## src/rtl/sc_player2_pos_shifter_pkg.sv

```systemverilog
// ---------------------------------------------------------------------------
// sc_player2_pos_shifter_pkg
// Shared definitions for the player-2 position datapath. The position
// comparator and the matrix driver import this same package, so they share
// one definition of:
//   - gameState_e  : game FSM state encoding (IDLE=00, PLAY=01, CRASH=10)
//   - startOneHot  : builds the one-hot start position from a bit index
// ---------------------------------------------------------------------------
package sc_player2_pos_shifter_pkg;

  typedef enum logic [1:0] {
    IDLE  = 2'b00,
    PLAY  = 2'b01,
    CRASH = 2'b10
  } gameState_e;

  // The result is a wide one-hot word. Each user slices off the low bits it
  // needs, so the function works for any row width up to 64 cells.
  function automatic logic [63:0] startOneHot(input int unsigned index);
    startOneHot = 64'd1 << index;
  endfunction

endpackage

```

## src/rtl/sc_player2_pos_shifter_edge.sv

```systemverilog
// ---------------------------------------------------------------------------
// sc_button_edge_detector
// Turns a synchronised level input into a single-cycle press strobe. A
// one-bit history register holds the previous-cycle level. The strobe is
// level AND NOT history, so a held button produces exactly one press.
// Ports:
//   clock  in  1  rising-edge clock
//   reset  in  1  synchronous active-high reset, clears the history
//   level  in  1  synchronised button/request level
//   press  out 1  high for the first cycle the level is seen high
// ---------------------------------------------------------------------------
module sc_button_edge_detector (
  input  logic clock,
  input  logic reset,
  input  logic level,
  output logic press
);

  logic prevLevel;

  // The history clears on reset, so a button still held when reset is
  // released counts as a fresh press.
  always_ff @(posedge clock) begin
    if (reset) begin
      prevLevel <= 1'b0;
    end else begin
      prevLevel <= level;
    end
  end

  assign press = level & ~prevLevel;

endmodule

```

## src/rtl/sc_player2_pos_shifter.sv

```systemverilog
// ---------------------------------------------------------------------------
// sc_player2_pos_shifter
// Holds player 2's one-hot horizontal position on the LED-matrix row. It
// turns left/right button presses into single-cell shifts while a three-state
// game FSM (IDLE, PLAY, CRASH) is in PLAY. The crash input is fed back from
// the position comparator.
//
// Configuration macro:
//   SC_PLAYER2_POS_WRAP_EN  defined   -> moves at the row edges wrap around
//                                        and give a moved pulse
//                           undefined -> moves at the row edges saturate
//                                        (hold, no pulse)
//
// Parameters:
//   POS_DATAWIDTH    row width in cells and width of the position bus
//   POS_START_INDEX  bit set after reset and on every game (re)start
//
// Ports:
//   sc_player2_pos_CLOCK_50        in  1  50 MHz clock, rising edge
//   sc_player2_pos_RESET_InHigh    in  1  synchronous active-high reset
//   sc_player2_pos_start_InHigh    in  1  start/restart request (level)
//   sc_player2_pos_left_InHigh     in  1  move-left button (synchronised level)
//   sc_player2_pos_right_InHigh    in  1  move-right button (synchronised level)
//   sc_player2_pos_crash_InHigh    in  1  collision flag from the comparator
//   sc_player2_pos_posjug2_OutBUS  out W  one-hot player position
//   sc_player2_pos_state_OutBUS    out 2  FSM state (00 IDLE, 01 PLAY, 10 CRASH)
//   sc_player2_pos_moved_OutLow    out 1  active-low one-cycle pulse after a move
// ---------------------------------------------------------------------------
module sc_player2_pos_shifter
  import sc_player2_pos_shifter_pkg::*;
#(
  parameter int POS_DATAWIDTH   = 8,
  parameter int POS_START_INDEX = 4
) (
  input  logic                     sc_player2_pos_CLOCK_50,
  input  logic                     sc_player2_pos_RESET_InHigh,
  input  logic                     sc_player2_pos_start_InHigh,
  input  logic                     sc_player2_pos_left_InHigh,
  input  logic                     sc_player2_pos_right_InHigh,
  input  logic                     sc_player2_pos_crash_InHigh,
  output logic [POS_DATAWIDTH-1:0] sc_player2_pos_posjug2_OutBUS,
  output logic [1:0]               sc_player2_pos_state_OutBUS,
  output logic                     sc_player2_pos_moved_OutLow
);

  localparam logic [63:0]              START_WIDE = startOneHot(POS_START_INDEX);
  localparam logic [POS_DATAWIDTH-1:0] START_POS  = START_WIDE[POS_DATAWIDTH-1:0];

  logic clock;
  logic reset;
  assign clock = sc_player2_pos_CLOCK_50;
  assign reset = sc_player2_pos_RESET_InHigh;

  logic startPress;
  logic leftPress;
  logic rightPress;

  sc_button_edge_detector startEdge (
    .clock (clock),
    .reset (reset),
    .level (sc_player2_pos_start_InHigh),
    .press (startPress)
  );

  sc_button_edge_detector leftEdge (
    .clock (clock),
    .reset (reset),
    .level (sc_player2_pos_left_InHigh),
    .press (leftPress)
  );

  sc_button_edge_detector rightEdge (
    .clock (clock),
    .reset (reset),
    .level (sc_player2_pos_right_InHigh),
    .press (rightPress)
  );

  gameState_e               state;
  gameState_e               nextState;
  logic [POS_DATAWIDTH-1:0] pos;
  logic [POS_DATAWIDTH-1:0] nextPos;
  logic                     movedN;
  logic                     nextMovedN;

  // State, position and the moved strobe register together. The position
  // therefore changes on the same edge that samples the press, and the
  // moved pulse appears in the same cycle as the new position.
  always_ff @(posedge clock) begin
    if (reset) begin
      state  <= IDLE;
      pos    <= START_POS;
      movedN <= 1'b1;
    end else begin
      state  <= nextState;
      pos    <= nextPos;
      movedN <= nextMovedN;
    end
  end

  // Next-state and move decode. A start press wins over everything, including
  // a crash flag still asserted in CRASH. In PLAY, a crash wins over a move in
  // the same cycle. A move only counts as one when exactly one direction was
  // pressed. Only a real position change from a move drives the moved
  // strobe low. Reloads never pulse.
  always_comb begin
    nextState  = state;
    nextPos    = pos;
    nextMovedN = 1'b1;

    unique case (state)
      IDLE: begin
        if (startPress) begin
          nextState = PLAY;
          nextPos   = START_POS;
        end
      end

      PLAY: begin
        if (startPress) begin
          nextPos = START_POS;
        end else if (sc_player2_pos_crash_InHigh) begin
          nextState = CRASH;
        end else if (leftPress && !rightPress) begin
          if (pos[POS_DATAWIDTH-1]) begin
`ifdef SC_PLAYER2_POS_WRAP_EN
            nextPos    = {pos[POS_DATAWIDTH-2:0], pos[POS_DATAWIDTH-1]};
            nextMovedN = 1'b0;
`else
            nextPos    = pos;
`endif
          end else begin
            nextPos    = pos << 1;
            nextMovedN = 1'b0;
          end
        end else if (rightPress && !leftPress) begin
          if (pos[0]) begin
`ifdef SC_PLAYER2_POS_WRAP_EN
            nextPos    = {pos[0], pos[POS_DATAWIDTH-1:1]};
            nextMovedN = 1'b0;
`else
            nextPos    = pos;
`endif
          end else begin
            nextPos    = pos >> 1;
            nextMovedN = 1'b0;
          end
        end
      end

      CRASH: begin
        if (startPress) begin
          nextState = PLAY;
          nextPos   = START_POS;
        end
      end

      default: begin
        nextState = IDLE;
        nextPos   = START_POS;
      end
    endcase
  end

  assign sc_player2_pos_posjug2_OutBUS = pos;
  assign sc_player2_pos_state_OutBUS   = state;
  assign sc_player2_pos_moved_OutLow   = movedN;

endmodule

```

## config.mk

```make
export PLATFORM = sky130hd
export DESIGN_NAME = sc_player2_pos_shifter
export DESIGN_NICKNAME = d
export VERILOG_FILES = /design/src/rtl/sc_player2_pos_shifter_pkg.sv /design/src/rtl/sc_player2_pos_shifter_edge.sv /design/src/rtl/sc_player2_pos_shifter.sv
export SDC_FILE = /design/constraint.sdc
export NUM_CORES = 1
export LEC_CHECK = 0
export BUFFER_PORTS_ARGS = -buffer_cell sky130_fd_sc_hd__buf_2
export CORE_UTILIZATION = 47
export CTS_BUF_LIST = sky130_fd_sc_hd__clkbuf_16
export CTS_CLUSTER_DIAMETER = 40
export DETAILED_ROUTE_END_ITERATION = 8
export PLACE_DENSITY = 0.73
export SLEW_MARGIN = 25
export SYNTH_ARGS = -nofsm -noshare
export SYNTH_HDL_FRONTEND = slang
export SYNTH_SLANG_ARGS = --single-unit
```

## constraint.sdc

```tcl
create_clock -name sc_player2_pos_CLOCK_50 -period 1.6 [get_ports sc_player2_pos_CLOCK_50]
set_input_delay 0.48 -clock sc_player2_pos_CLOCK_50 [delete_from_list [all_inputs] [get_ports sc_player2_pos_CLOCK_50]]
set_output_delay 0.48 -clock sc_player2_pos_CLOCK_50 [all_outputs]
set_load 0.05 [all_outputs]
```

## Word-level counts from Yosys, hierarchy flattened

Index checks and enable logic that the tools add are counted.

- Equal/unequal tests: 9
- Multiplexer cells: 16
- Bitwise operators: 7
- Reduce and logical (&&, ||, !) cells: 11

Operator list:

| operator | count |
|---|---|
| two-way mux 8 bit | 7 |
| case mux 8 bit (2 select lines) | 1 |
| inequality test 4 x 3 -> 1 bit, second input constant | 3 |
| AND reduction 4 bit | 2 |
| two-way mux 2 bit | 3 |
| AND reduction 5 bit | 1 |
| two-way mux 1 bit | 4 |
| inequality test 2 bit, second input constant | 2 |
| inverter 1 bit | 4 |
| case mux 2 bit (2 select lines) | 1 |
| OR reduction 4 bit | 1 |
| bitwise AND 1 bit | 3 |
| inequality test 3 x 2 -> 1 bit, second input constant | 1 |
| AND reduction 3 bit | 1 |
| equality test 2 x 1 -> 1 bit, second input constant | 1 |
| equality test 2 bit, second input constant | 1 |
| logical AND 1 bit | 2 |
| zero test 1 bit | 2 |
| zero test 2 bit | 1 |
| inequality test 2 x 1 -> 1 bit, second input constant | 1 |
| OR reduction 2 bit | 1 |

- Flip-flop bits (word level): 14
- Logic and storage cells: 51
- Input bits: 6
- Output and inout bits: 11

## Logic depth before layout (Yosys ltp)

- Depth in word-level cells: 9
- Mapped depth: 8
- Gate-level depth less buffers: 7

## Modules after synthesis

Synthesis repeated with hierarchy kept, for this count alone.

- Cell total of the unflattened synthesis: 79
- Area, all modules: 764.5 sq um

Modules (own cells, without submodules):

| module | seq. area each (sq um) | area an instance (sq um) | times used | cells an instance |
|---|---|---|---|---|
| sc_player2_pos_shifter | 220.2 | 621.8 | 1 | 70 |
| sc_button_edge_detector | 20.0 | 47.5 | 3 | 3 |

## Worst setup path before layout

No wires, ideal clock.

- Kind: input -> register
- Start: in sc_player2_pos_left_InHigh
- End: reg pos[2] (netlist: sc_player2_pos_posjug2_OutBUS[2])
- Data required time: 1479 ps
- Stages: 7
- Library setup time: 121 ps
- Data arrival time: 1630 ps
- Path buffers: 1
- Setup slack: -152 ps
- Path through: nand2b_1 inv_1 ha_1 buf_6 nand2b_4 a31o_4 mux2_4

- Word-level cells in the longest chain between the ends: 6
- Elaborated cells between the ends (all ways): 12
- Those cells by class: eq/ne (3); mux (4); bitwise (1); reduce/logical (4)

Ends and longest elaborated chain:

| element | line | text |
|---|---|---|
| start: declaration | sc_player2_pos_shifter.sv:38 | `input logic sc_player2_pos_left_InHigh,` |
| bitwise AND 1 bit * | sc_player2_pos_shifter_edge.sv:31 | `assign press = level & ~prevLevel;` |
| logical AND 1 bit | sc_player2_pos_shifter.sv:124 | `end else if (leftPress && !rightPress) begin` |
| two-way mux 8 bit | sc_player2_pos_shifter.sv:124 |  |
| two-way mux 8 bit | sc_player2_pos_shifter.sv:122 | `end else if (sc_player2_pos_crash_InHigh) begin` |
| two-way mux 8 bit | sc_player2_pos_shifter.sv:120 | `if (startPress) begin` |
| case mux 8 bit (2 select lines) | sc_player2_pos_shifter.sv:111 | `unique case (state)` |
| end signal: assignment | sc_player2_pos_shifter.sv:96 | `pos <= nextPos;` |
| end: declaration | sc_player2_pos_shifter.sv:81 | `logic [POS_DATAWIDTH-1:0] pos;` |

Every way passes the cells marked *; elsewhere a longest branch is shown, timed or not. The select of a mux whose other input is x is not followed.
A chain may end at the register's enable or synchronous reset.

## Worst setup path after layout

- Start: reg leftEdge.prevLevel
- End: reg pos[1] (netlist: sc_player2_pos_posjug2_OutBUS[1])

- Word-level cells in the longest chain between the ends: 7
- Elaborated cells between the ends (all ways): 13
- Those cells by class: eq/ne (3); mux (4); bitwise (2); reduce/logical (4)

Ends and longest elaborated chain:

| element | line | text |
|---|---|---|
| start: declaration | sc_player2_pos_shifter_edge.sv:19 | `logic prevLevel;` |
| start signal: assignment | sc_player2_pos_shifter_edge.sv:27 | `prevLevel <= level;` |
| inverter 1 bit * | sc_player2_pos_shifter_edge.sv:31 |  |
| bitwise AND 1 bit * | sc_player2_pos_shifter_edge.sv:31 |  |
| logical AND 1 bit | sc_player2_pos_shifter.sv:124 |  |
| two-way mux 8 bit | sc_player2_pos_shifter.sv:124 |  |
| two-way mux 8 bit | sc_player2_pos_shifter.sv:122 |  |
| two-way mux 8 bit | sc_player2_pos_shifter.sv:120 |  |
| case mux 8 bit (2 select lines) | sc_player2_pos_shifter.sv:111 |  |

Marks and branches as above.

==> results.ini <==
[status]
outcome = completed

[synth]
synth_nets = 96
synth.most_common_cell = dfxtp_1
yosys-top-cells-area = dfxtp_1, nor2b_1, mux2_4
synth_edf_count = 0
netlist_area_um2 = 802.0
yosysTopAreaCell = dfxtp_1
ys_types = 32
yosys_warnings = 0
synth_top_area_share_pct = 34.95
postSynth.asyncResetShare_pct = 0
syn_inst = 87
yosysSeqAreaShare_pct = 34.95
synth_common_cells = dfxtp_1, a21oi_1, nor2b_1, inv_1, nand2_1
synth.avg_cell_area_um2 = 9.219
ys.flop_type = dfxtp_1
ys_ff_latch = 14

[global_route]
grt.total_usage_pct = 19.86
overflow = 0
grt_max_degree = 13
antenna_found_initial = 0
grt_pass1_wl_um = 2739
grt_pass1_vias = 637

[floorplan]
core_area_um2 = 1541
start_util_pct = 52.03
die_area_um2 = 1876
io_pins = 17
die_h_um = 43.31
rows = 14
die_w_um = 43.31

[timing]
rsz0062_at_grt = true
relSlewSlack_pct = 77.28
fin_skew_ns = 0.001076
fin_crit_sh_pct = 99.59
fmax_mhz = 627.6
hold_viol = 0
worst_pin_slew_ns = 0.3404
tns_ns = 0
drv_slew = 0
setup_viol = 0
post-route-min-period_ns = 1.593

[finish]
fin_cells = 127
area_delta_synth_final_pct = 33.85
nNetsFinal = 122
final_area_um2 = 1074
drive_above_1_share_pct = 44.14
antennaDiodeCount = 0
fin_util_pct = 69.64

[clocking]
insertion_delay_ns = 0.24
path_clk_slew_ns = 0.04
root_buffer = clkbuf_16
cts.sinks = 14
postCtsHoldBufs = 0
clk_path_buf_depth = 2
cts_tree = built
htree_levels = 1
cts_buffers = 3

[route]
num_vias = 722
ant_nets = 0
first_pass_iters = 4
postRouteWirelength_um = 1858
initialDrtViolationCount = 18
via_per_inst = 5.685
routedWlPerCell_um = 14.63
drc = 0

[pwr]
irDropWorstVdd_v = 0.0006906
cellPowerDensity_nw_per_um2 = 905.2
p_leak_uw = 0.0004517

[worst_hold_path]
min_path_type = primary input to flop
hold_depth = 2

[setup_path]
worstRegToRegCells = 6
cp-start-kind = flop
critPathRequiredTime_ns = 1.75
worstSetupPathType = flop to flop
cp-end-kind = flop
cp_max_fo = 3
cp.arrival_ns = 1.74

[place]
place.gp.congestion = 0.8803
port_buffers = 16
dp.cells = 123
placed_area_um2 = 970.9
place_hpwl_um = 1226

[flow_run]
max_cap_viol_count = 0

per-stage QoR:
stage / total power (uW) / hold WS [ns] / worst slack (ns)
finish: 971.8 / 0.4711 / 0.006538
CTS: 976.2 / 0.4695 / 0.03034
global placement: 504.9 / 0.5086 / -0.1411
floorplan: 470.9 / 0.5836 / -0.06646
global route: 1014 / 0.4890 / -0.07128
detailed placement: 507.6 / 0.5121 / -0.2007
final timing paths:
| check | slack, ns | end | from |
|---|---|---|---|
| max reg2reg | 0.007 | sc_player2_pos_posjug2_OutBUS[1] | leftEdge.prevLevel |
| min reg2reg | 0.55 | sc_player2_pos_posjug2_OutBUS[4] | sc_player2_pos_posjug2_OutBUS[4] |
| min | 0.47 | startEdge.prevLevel | sc_player2_pos_start_InHigh |
| max | 0.007 | sc_player2_pos_posjug2_OutBUS[1] | leftEdge.prevLevel |
critical path: stages, from the launching register on:
cell and delay (ns):
dfxtp_1 0.29, nand2b_4 0.16, ha_4 0.24, or3b_4 0.39, nand3_2 0.08, nand4b_1 0.17, o32ai_2 0.17
layer usage:
| metal | part of all wire [%] | wire [um] | global-route usage, % | vias up |
|---|---|---|---|---|
| li1 | - | - | - | 362 |
| met1 | 47 | 876 | 24.28 | 339 |
| met2 | 49 | 902 | 31.64 | 19 |
| met3 | 3.8 | 71 | 7.660 | 2 |
| met4 | 0.43 | 8 | 7.273 | 0 |
| met5 | 0 | 0 | 0 | - |
cell usage in the layout (no fill, tap or decap), drive strengths merged, types with 3 or more instances in the layout:
cell type   n
nor2        3
a21oi       8
inv         7
nand2       7
ha          3
clkbuf      3
nand2b      5
dfxtp      14
mux2        3
nand3       6
buf        24
nor2b       9
what timing repair did:
action / CTS / global route
setup buffers: 0 / 1
hold endpoints to repair: 0 / 0
gates resized for setup: 0 / 4
endpoints found under the setup margin: 0 / 2
power breakdown:
group | switching (uW) | total, uW | internal [uW]
Sequential | 6.38 | 365 | 359
Clock | 137 | 463 | 326
Combinational | 81.2 | 143 | 62.3
Total | 224 | 972 | 747
cell type report:
cell class	count	area [um^2]
Clock buffer	3	75.07
Fill cell	140	467.9
Inverter	7	28.78
Multi-Input combinational cell	63	529.3
Sequential cell	14	280.3
Tap cell	16	20.02
Timing Repair Buffer	24	140.1
flip-flops by register name, summed over array words and instances (netlist names):
register	cells
sc_player2_pos_posjug2_OutBUS	8
sc_player2_pos_state_OutBUS	2
startEdge.prevLevel	1
rightEdge.prevLevel	1
sc_player2_pos_moved_OutLow	1
leftEdge.prevLevel	1
cell families (layout without fill, tap and decap cells):
group | after synthesis | after routing | synth area share (%)
buffers and inverters | 10 | 34 | 6.552
AOI/OAI and AO/OA | 18 | 18 | 17.32
adders and majority gates | 3 | 3 | 4.681
DFF | 14 | 14 | 34.95
and+or+nand+nor | 38 | 38 | 29.64
muxes | 4 | 4 | 6.864
Power figures use the tool's default switching activity.
